==> config.mk <==
export PLATFORM = sky130hd
export DESIGN_NAME = product_accumulator
export DESIGN_NICKNAME = d
export VERILOG_FILES = /design/src/rtl/mac_pkg.sv /design/src/rtl/product_accumulator_acc_add.sv /design/src/rtl/product_accumulator.sv
export SDC_FILE = /design/constraint.sdc
export NUM_CORES = 1
export LEC_CHECK = 0
export CORE_UTILIZATION = 55
export DETAILED_ROUTE_END_ITERATION = 12
export MAX_ROUTING_LAYER = met4
export PLACE_DENSITY = 0.83
export SLEW_MARGIN = 0
export SYNTH_ARGS = -nofsm -noshare
export SYNTH_HDL_FRONTEND = slang
export SYNTH_SLANG_ARGS = --single-unit
==> constraint.sdc <==
create_clock -name clk -period 5.59 [get_ports clk]
set_clock_uncertainty 0.05 [all_clocks]
set_input_delay 0.8385 -clock clk [delete_from_list [all_inputs] [get_ports clk]]
set_output_delay 0.8385 -clock clk [all_outputs]
set_load 0.02 [all_outputs]
==> src/rtl/mac_pkg.sv <==
// Shared types and default sizing for the product accumulator.
// State encoding, default widths and the term-counter width derivation.
package mac_pkg;

    typedef enum logic {
        ST_ACC  = 1'b0,
        ST_DONE = 1'b1
    } state_e;

    localparam int DEF_PROD_W = 8;
    localparam int DEF_ACC_W  = 10;
    localparam int DEF_LEN    = 8;

    // Counter must represent every value from 0 up to and including len.
    function automatic int cnt_width(input int len);
        return $clog2(len + 1);
    endfunction

endpackage

==> src/rtl/product_accumulator_acc_add.sv <==
// Combinational accumulate step: ACC_W+1 adder with a sticky overflow flag.
// Defining SATURATE_EN clamps the sum to all-ones once overflow has occurred.
module acc_add
    import mac_pkg::*;
#(
    parameter int PROD_W = DEF_PROD_W,
    parameter int ACC_W  = DEF_ACC_W
) (
    input  logic [ACC_W-1:0]  acc_i,
    input  logic [PROD_W-1:0] prod_i,
    input  logic              ovf_i,
    output logic [ACC_W-1:0]  sum_o,
    output logic              ovf_o
);

    logic [ACC_W:0] sum_full;

    assign sum_full = {1'b0, acc_i} + {{(ACC_W + 1 - PROD_W){1'b0}}, prod_i};
    assign ovf_o    = sum_full[ACC_W] | ovf_i;

    always_comb begin
        sum_o = sum_full[ACC_W-1:0];
`ifdef SATURATE_EN
        // Once the vector has overflowed it stays pinned at full scale.
        if (ovf_o) begin
            sum_o = {ACC_W{1'b1}};
        end
`else
        sum_o = sum_full[ACC_W-1:0];
`endif
    end

endmodule

==> src/rtl/product_accumulator.sv <==
// Sums a stream of unsigned products into a dot-product result with valid/ready
// on both sides. Saturating behaviour is selected with SATURATE_EN (see acc_add).
module product_accumulator
    import mac_pkg::*;
#(
    parameter int PROD_W = DEF_PROD_W,
    parameter int ACC_W  = DEF_ACC_W,
    parameter int LEN    = DEF_LEN,
    parameter int CNT_W  = cnt_width(LEN)
) (
    input  logic              clk,
    input  logic              rst,
    input  logic              in_valid,
    output logic              in_ready,
    input  logic [PROD_W-1:0] in_prod,
    input  logic              in_last,
    output logic              out_valid,
    input  logic              out_ready,
    output logic [ACC_W-1:0]  out_sum,
    output logic [CNT_W-1:0]  out_count,
    output logic              out_ovf
);

    localparam logic [CNT_W-1:0] LAST_CNT = CNT_W'(LEN - 1);
    localparam logic [CNT_W-1:0] CNT_ONE  = CNT_W'(1);

    state_e            state_q, state_d;
    logic [ACC_W-1:0]  acc_q, acc_d;
    logic [CNT_W-1:0]  cnt_q, cnt_d;
    logic              ovf_q, ovf_d;
    logic [ACC_W-1:0]  sum_q, sum_d;
    logic [CNT_W-1:0]  count_q, count_d;
    logic              ovfo_q, ovfo_d;

    logic              beat;
    logic              close;
    logic [ACC_W-1:0]  add_sum;
    logic              add_ovf;

    assign in_ready  = (state_q == ST_ACC);
    assign out_valid = (state_q == ST_DONE);
    assign out_sum   = sum_q;
    assign out_count = count_q;
    assign out_ovf   = ovfo_q;

    assign beat  = in_valid && in_ready;
    assign close = in_last || (cnt_q == LAST_CNT);

    acc_add #(
        .PROD_W (PROD_W),
        .ACC_W  (ACC_W)
    ) u_acc_add (
        .acc_i  (acc_q),
        .prod_i (in_prod),
        .ovf_i  (ovf_q),
        .sum_o  (add_sum),
        .ovf_o  (add_ovf)
    );

    always_ff @(posedge clk) begin
        if (rst) begin
            state_q <= ST_ACC;
            acc_q   <= '0;
            cnt_q   <= '0;
            ovf_q   <= 1'b0;
            sum_q   <= '0;
            count_q <= '0;
            ovfo_q  <= 1'b0;
        end else begin
            state_q <= state_d;
            acc_q   <= acc_d;
            cnt_q   <= cnt_d;
            ovf_q   <= ovf_d;
            sum_q   <= sum_d;
            count_q <= count_d;
            ovfo_q  <= ovfo_d;
        end
    end

    always_comb begin
        state_d = state_q;
        acc_d   = acc_q;
        cnt_d   = cnt_q;
        ovf_d   = ovf_q;
        sum_d   = sum_q;
        count_d = count_q;
        ovfo_d  = ovfo_q;

        case (state_q)
            ST_ACC: begin
                if (beat) begin
                    if (close) begin
                        // Result registers capture the total including this beat.
                        state_d = ST_DONE;
                        sum_d   = add_sum;
                        count_d = cnt_q + CNT_ONE;
                        ovfo_d  = add_ovf;
                        acc_d   = '0;
                        cnt_d   = '0;
                        ovf_d   = 1'b0;
                    end else begin
                        acc_d = add_sum;
                        cnt_d = cnt_q + CNT_ONE;
                        ovf_d = add_ovf;
                    end
                end
            end
            ST_DONE: begin
                if (out_ready) begin
                    state_d = ST_ACC;
                    acc_d   = '0;
                    cnt_d   = '0;
                    ovf_d   = 1'b0;
                end
            end
            default: begin
                state_d = ST_ACC;
            end
        endcase
    end

endmodule

# --- Yosys cells after proc, flatten, opt, wreduce, memory -nomap -nowiden ---
# Index checks and enable logic that the tools add are counted.
totals:
  output_inout_bits: 17
  reg_bits: 31
  input_bits: 13
  word_cells: 34
op_classes:
  n_eq_ne: 3
  add_sub_neg: 2
  muxes: 16
  n_bitwise: 2
  n_reduce_logical: 4
ops:
  columns: ["operator", "count"]
  rows:
  - ["$mux 10", 3]
  - ["$pmux 10 s2", 1]
  - ["$mux 4", 3]
  - ["$add 10x8->11", 1]
  - ["$pmux 4 s2", 1]
  - ["$mux 1", 6]
  - ["$add 4x1->4 const B", 1]
  - ["$eq 4x3->1 const B", 1]
  - ["$pmux 1 s2", 2]
  - ["$reduce_and 3->1", 1]
  - ["$ne 2x1->1 const B", 1]
  - ["$ne 2x2->1 const B", 1]
  - ["$reduce_and 2->1", 1]
  - ["$logic_and 1x1->1", 1]
  - ["$logic_or 1x1->1", 1]
  - ["$not 1->1", 1]
  - ["$or 1x1->1", 1]

# --- Logic depth before layout (Yosys ltp) ---
logic_depth:
  word_depth: 5
  ltp_mapped: 7
  mapped_depth_nobuf: 6

# --- By module ---
# A second synthesis with hierarchy kept.
hier_totals:
  hier_cells: 183
  area_unflattened_um2: 1762.9
by_module_without_submodules:
  columns: ["module", "seq_area_each_um2", "area_each_um2", "instances", "cells_each"]
  rows:
  - ["product_accumulator", 620.6, 1358.8, 1, 134]
  - ["acc_add", 0.0, 404.1, 1, 49]

# --- Worst setup path after synthesis ---
# Ideal clock, no wire load.
synth_timing:
  path_kind: "input to register"
  startpoint: "input in_prod[0]"
  endpoint: "register acc_q[8]"
  slack_ns: 3.127
  setup_ns: 0.074
  path_buffers: 0
  stages: 6
  required_time_ns: 5.466
  arrival_time_ns: 2.338
  path_cell_list: "ha_1 -> fa_1 -> nand3_1 -> a211oi_2 -> or4b_1 -> a31oi_1"
synth_via:
  elab_chain_len: 4
synth_lines:
  columns: ["element", "line_no", "text"]
  rows:
  - ["start, declared", "product_accumulator.sv:15", "input logic [PROD_W-1:0] in_prod,"]
  - ["$add 10x8->11", "product_accumulator_acc_add.sv:18", "assign sum_full = {1'b0, acc_i} + {{(ACC_W + 1 - PROD_W){1'b0}}, prod_i};"]
  - ["$mux 10", "product_accumulator.sv:92", "if (close) begin"]
  - ["$mux 10", "product_accumulator.sv:91", "if (beat) begin"]
  - ["$pmux 10 s2", "product_accumulator.sv:89", "case (state_q)"]
  - ["end signal, assigned", "product_accumulator.sv:63", "acc_q <= '0;"]
  - ["end signal, assigned", "product_accumulator.sv:71", "acc_q <= acc_d;"]
  - ["end, declared", "product_accumulator.sv:28", "logic [ACC_W-1:0] acc_q, acc_d;"]
# No other way between the ends. The select of a mux whose other input is x is not followed.
# A chain may end at the register's enable or synchronous reset.

# --- Final worst setup path ---
# Ends and elaborated chain as after synthesis.

==> summary.txt <==
Power
  – PD cells: 257 nW/um^2
  – NetSw: 0.000142 W
  – Switching part of the total: 27.3%
  – P_leak: about 0.7 nW
  – Part of the power in registers: between 40% and 50%
  – Combinational Power Share: about a fifth
  – Worst vdd ir: ~0.19 mV
  – P_int: 0.000379 W
  – Clock power share: approximately 36%

Final layout
  – Post-route cell area: between 2000 and 2500 sq um
  – FF+latch area: 621 sq um
  – Share of post-route cells with drive strength above 1: a little under 7%
  – Multi-input gate area: 978 sq um
  – Final net count: approximately 240
  – Filler cells: 226
  – Area Growth Syn to Fin: 23.3%
  – Antenna Cells: 0

Synthesis
  – Syn_nets: around 210
  – Asr flop ratio synth: 0%
  – Mapped Cells: 188
  – Synth Warn #: 0
  – Synth Register Bits: 31
  – Top_reg_cell synth: dfxtp_1
  – Avg Cell Area, Syn: 8.75 sq um
  – Count of cell types in the netlist: 46
  – EDFF count, synth: 0
  – Sequential share of the synthesized area: between 30 and 40%
  – Netlist Area Pre-Place: ~1600 sq um

GRT
  – Antenna violations before repair: 0
  – Grt ovf: 0
  – Global-route wire length before repair: 6130 microns
  – Vias in the first global route: between 1000 and 1500
  – Largest net degree at the start of global routing: 41
  – GRT Overall Usage: 26.0%

Placement
  – Hpwl dp: 2550 microns
  – PortBufs: 29
  – Final GP Congestion: a little under 0.9
  – Placed Area: 1940 sq um

Floorplanning
  – Io pins: 30
  – Starting utilization of the core area: roughly three fifths
  – Core Region: 2810 sq um
  – # rows: 19
  – Die Wd: 56.7 microns
  – DIE HEIGHT: 56.7 microns
  – Die area: 3210 sq um

Worst hold path
  – Min-delay worst type: reg2reg

Drt
  – Post-route DRC: 6
  – Routed wire per std cell: 14.8 microns
  – Initial DRC count: 46
  – DRT Pass-1 Iters: 9
  – Vias per inst: slightly above 6
  – DR vias: 1515
  – Routed wire length: approximately 3700 microns
  – Routed Antenna Nets: 0

STA
  – Worst Tran Pin Value: 1.23 ns
  – Final hold violations: 0
  – RSZ-0062 raised after global routing: no
  – Achievable Freq: about 370 MHz
  – Slew margin rel.: 18.0%
  – Pins Over Slew Limit: 0
  – Setup tns final: 0 ns
  – Final setup viols: 0
  – Fin crit period: between 2 and 3 ns
  – Final Cycle Share: 48.0%

Status
  – Status: complete, but fails checks
  – Failing checks: DRC

Critical path
  – Crit path DAT: 2.91 ns
  – Worst setup EP type: flip-flop
  – Startpoint types: input pin
  – Required @ worst endpoint: 5.81 ns
  – Type of the worst setup path: in2reg
  – Critical path fanouts, max: 5

CTS
  – Hold_buf cts: 0
  – Clk buf depth: 2
  – Worst-Skew Late Latency: 0.34 ns
  – Post-CTS setup buffers: 0
  – CTS Buf Count: 5
  – TritonCTS Sinks: 31
  – Clk root buf: clkbuf_4
  – CTS tree: yes
  – H-tree Lvls: 2
  – Clock Pin Slew Worst Setup and Hold Paths: 0.10 ns
  – Post-CTS resize count: 0

Job
  – Max Cap Violations: 0
==> layer usage <==
metal / up-vias / global-route usage (%) / share of wire, %
met5: - / - / 0
met1: 702 / 31.9 / 46
met3: 12 / 7.60 / 5.2
li1: 755 / - / -
met4: 0 / 13.6 / 3.1
met2: 46 / 38.6 / 46
==> path summary, 6_finish.rpt <==
path / startpoint / endpoint / slack (ns) / depth (start not counted)
max: in_prod[0] / acc_q[8] / 2.90 / 7
min: out_sum[4] / out_sum[4] / 0.41 / 2
max reg2reg: cnt_q[0] / out_sum[8] / 3.35 / 5
min reg2reg: out_sum[4] / out_sum[4] / 0.41 / 2
==> power groups by stage <==
stage	Sequential (W)	Combinational, W	Clock, W
after floorplan	0.000249	0.0000535	0
after global placement	0.000242	0.0000935	0
after detailed placement	0.000242	0.0000960	0
after CTS	0.000237	0.0000968	0.000192
after global routing	0.000239	0.000105	0.000201
final	0.000237	0.0000972	0.000187
==> cell families after synthesis <==
family,share of synthesized area [%]
AND/OR/NAND/NOR,25.5
AO/OA/AOI/OAI,23.2
flip-flops,37.7
buffers and inverters,2.81
adder cells (fa/ha/maj),8.06
XOR/XNOR,2.13
multiplexers,0.608
==> cells in the final DEF (no fill, tap or decap), types with 3 or more instances in the layout <==
cell type and count:
nand2_1 16, o21a_1 3, nor2_1 19, o211ai_1 11
nor2b_1 4, nand4_1 3, a211oi_1 5, ha_1 9
nand3b_1 9, clkdlybuf4s50_1 29, clkbuf_4 5, nand3_1 7
dfxtp_1 31, a21oi_1 14, nor3_1 3, a22oi_1 4
xnor2_1 3
==> per-stage QoR <==
step	total power [W]	util (%)	setup WS (ns)	instances	hold WS (ns)
finish	0.000521	72.3	2.90	248	0.415
global route	0.000545	72.3	2.84	248	0.442
CTS	0.000526	72.3	2.92	248	0.420
detailed placement	0.000338	69.3	2.55	240	0.402
global placement	0.000335	69.3	2.65	240	0.394
floorplan	0.000303	-	3.13	188	0.408
==> critical path: stages <==
cell and delay (ns):
clkdlybuf4s50_1 0.41, ha_1 0.23, fa_1 0.41, nand3_1 0.18, a211oi_2 0.13, or4b_1 0.52, a31oi_1 0.19
==> state kept, by name (all words and copies together), names as in the netlist <==
register,flops
cnt_q,4
acc_q,10
ovf_q,1
out_count,4
out_sum,10
out_valid,1
out_ovf,1
==> layout make-up <==
| type | instances | area share (%) |
|---|---|---|
| Multi-Input combinational cell | 146 | 48.2 |
| Sequential cell | 31 | 30.6 |
| Tap cell | 31 | 1.91 |
| Clock buffer | 6 | 2.53 |
| Timing Repair Buffer | 30 | 14.7 |
| Clock inverter | 2 | 1.73 |
| Inverter | 2 | 0.370 |
==> cells in the mapped netlist, types with 2 or more instances <==
cell | n | share of area, %
nand3b_1 | 9 | 4.1
nor2b_1 | 4 | 1.5
or4b_1 | 2 | 1.2
dfxtp_1 | 31 | 38
o21ai_1 | 2 | 0.61
ha_1 | 9 | 6.8
nand4_1 | 3 | 1.1
nor3_1 | 3 | 0.91
nor2_1 | 19 | 4.3
or4_1 | 2 | 0.91
or2b_1 | 2 | 0.91
nand2b_1 | 2 | 0.76
a22oi_1 | 4 | 1.8
a32oi_1 | 2 | 1.1
xnor2_1 | 3 | 1.6
nand3_1 | 7 | 2.1
o21a_1 | 3 | 1.4
inv_1 | 2 | 0.46
a21oi_1 | 14 | 4.3
buf_2 | 4 | 1.2
o2111ai_1 | 2 | 1.1
nand2_1 | 16 | 3.7
o21ai_0 | 2 | 0.61
clkbuf_1 | 5 | 1.1
a211oi_1 | 5 | 2.3
o211ai_1 | 11 | 5.0
(Power assumes the default switching activity.)
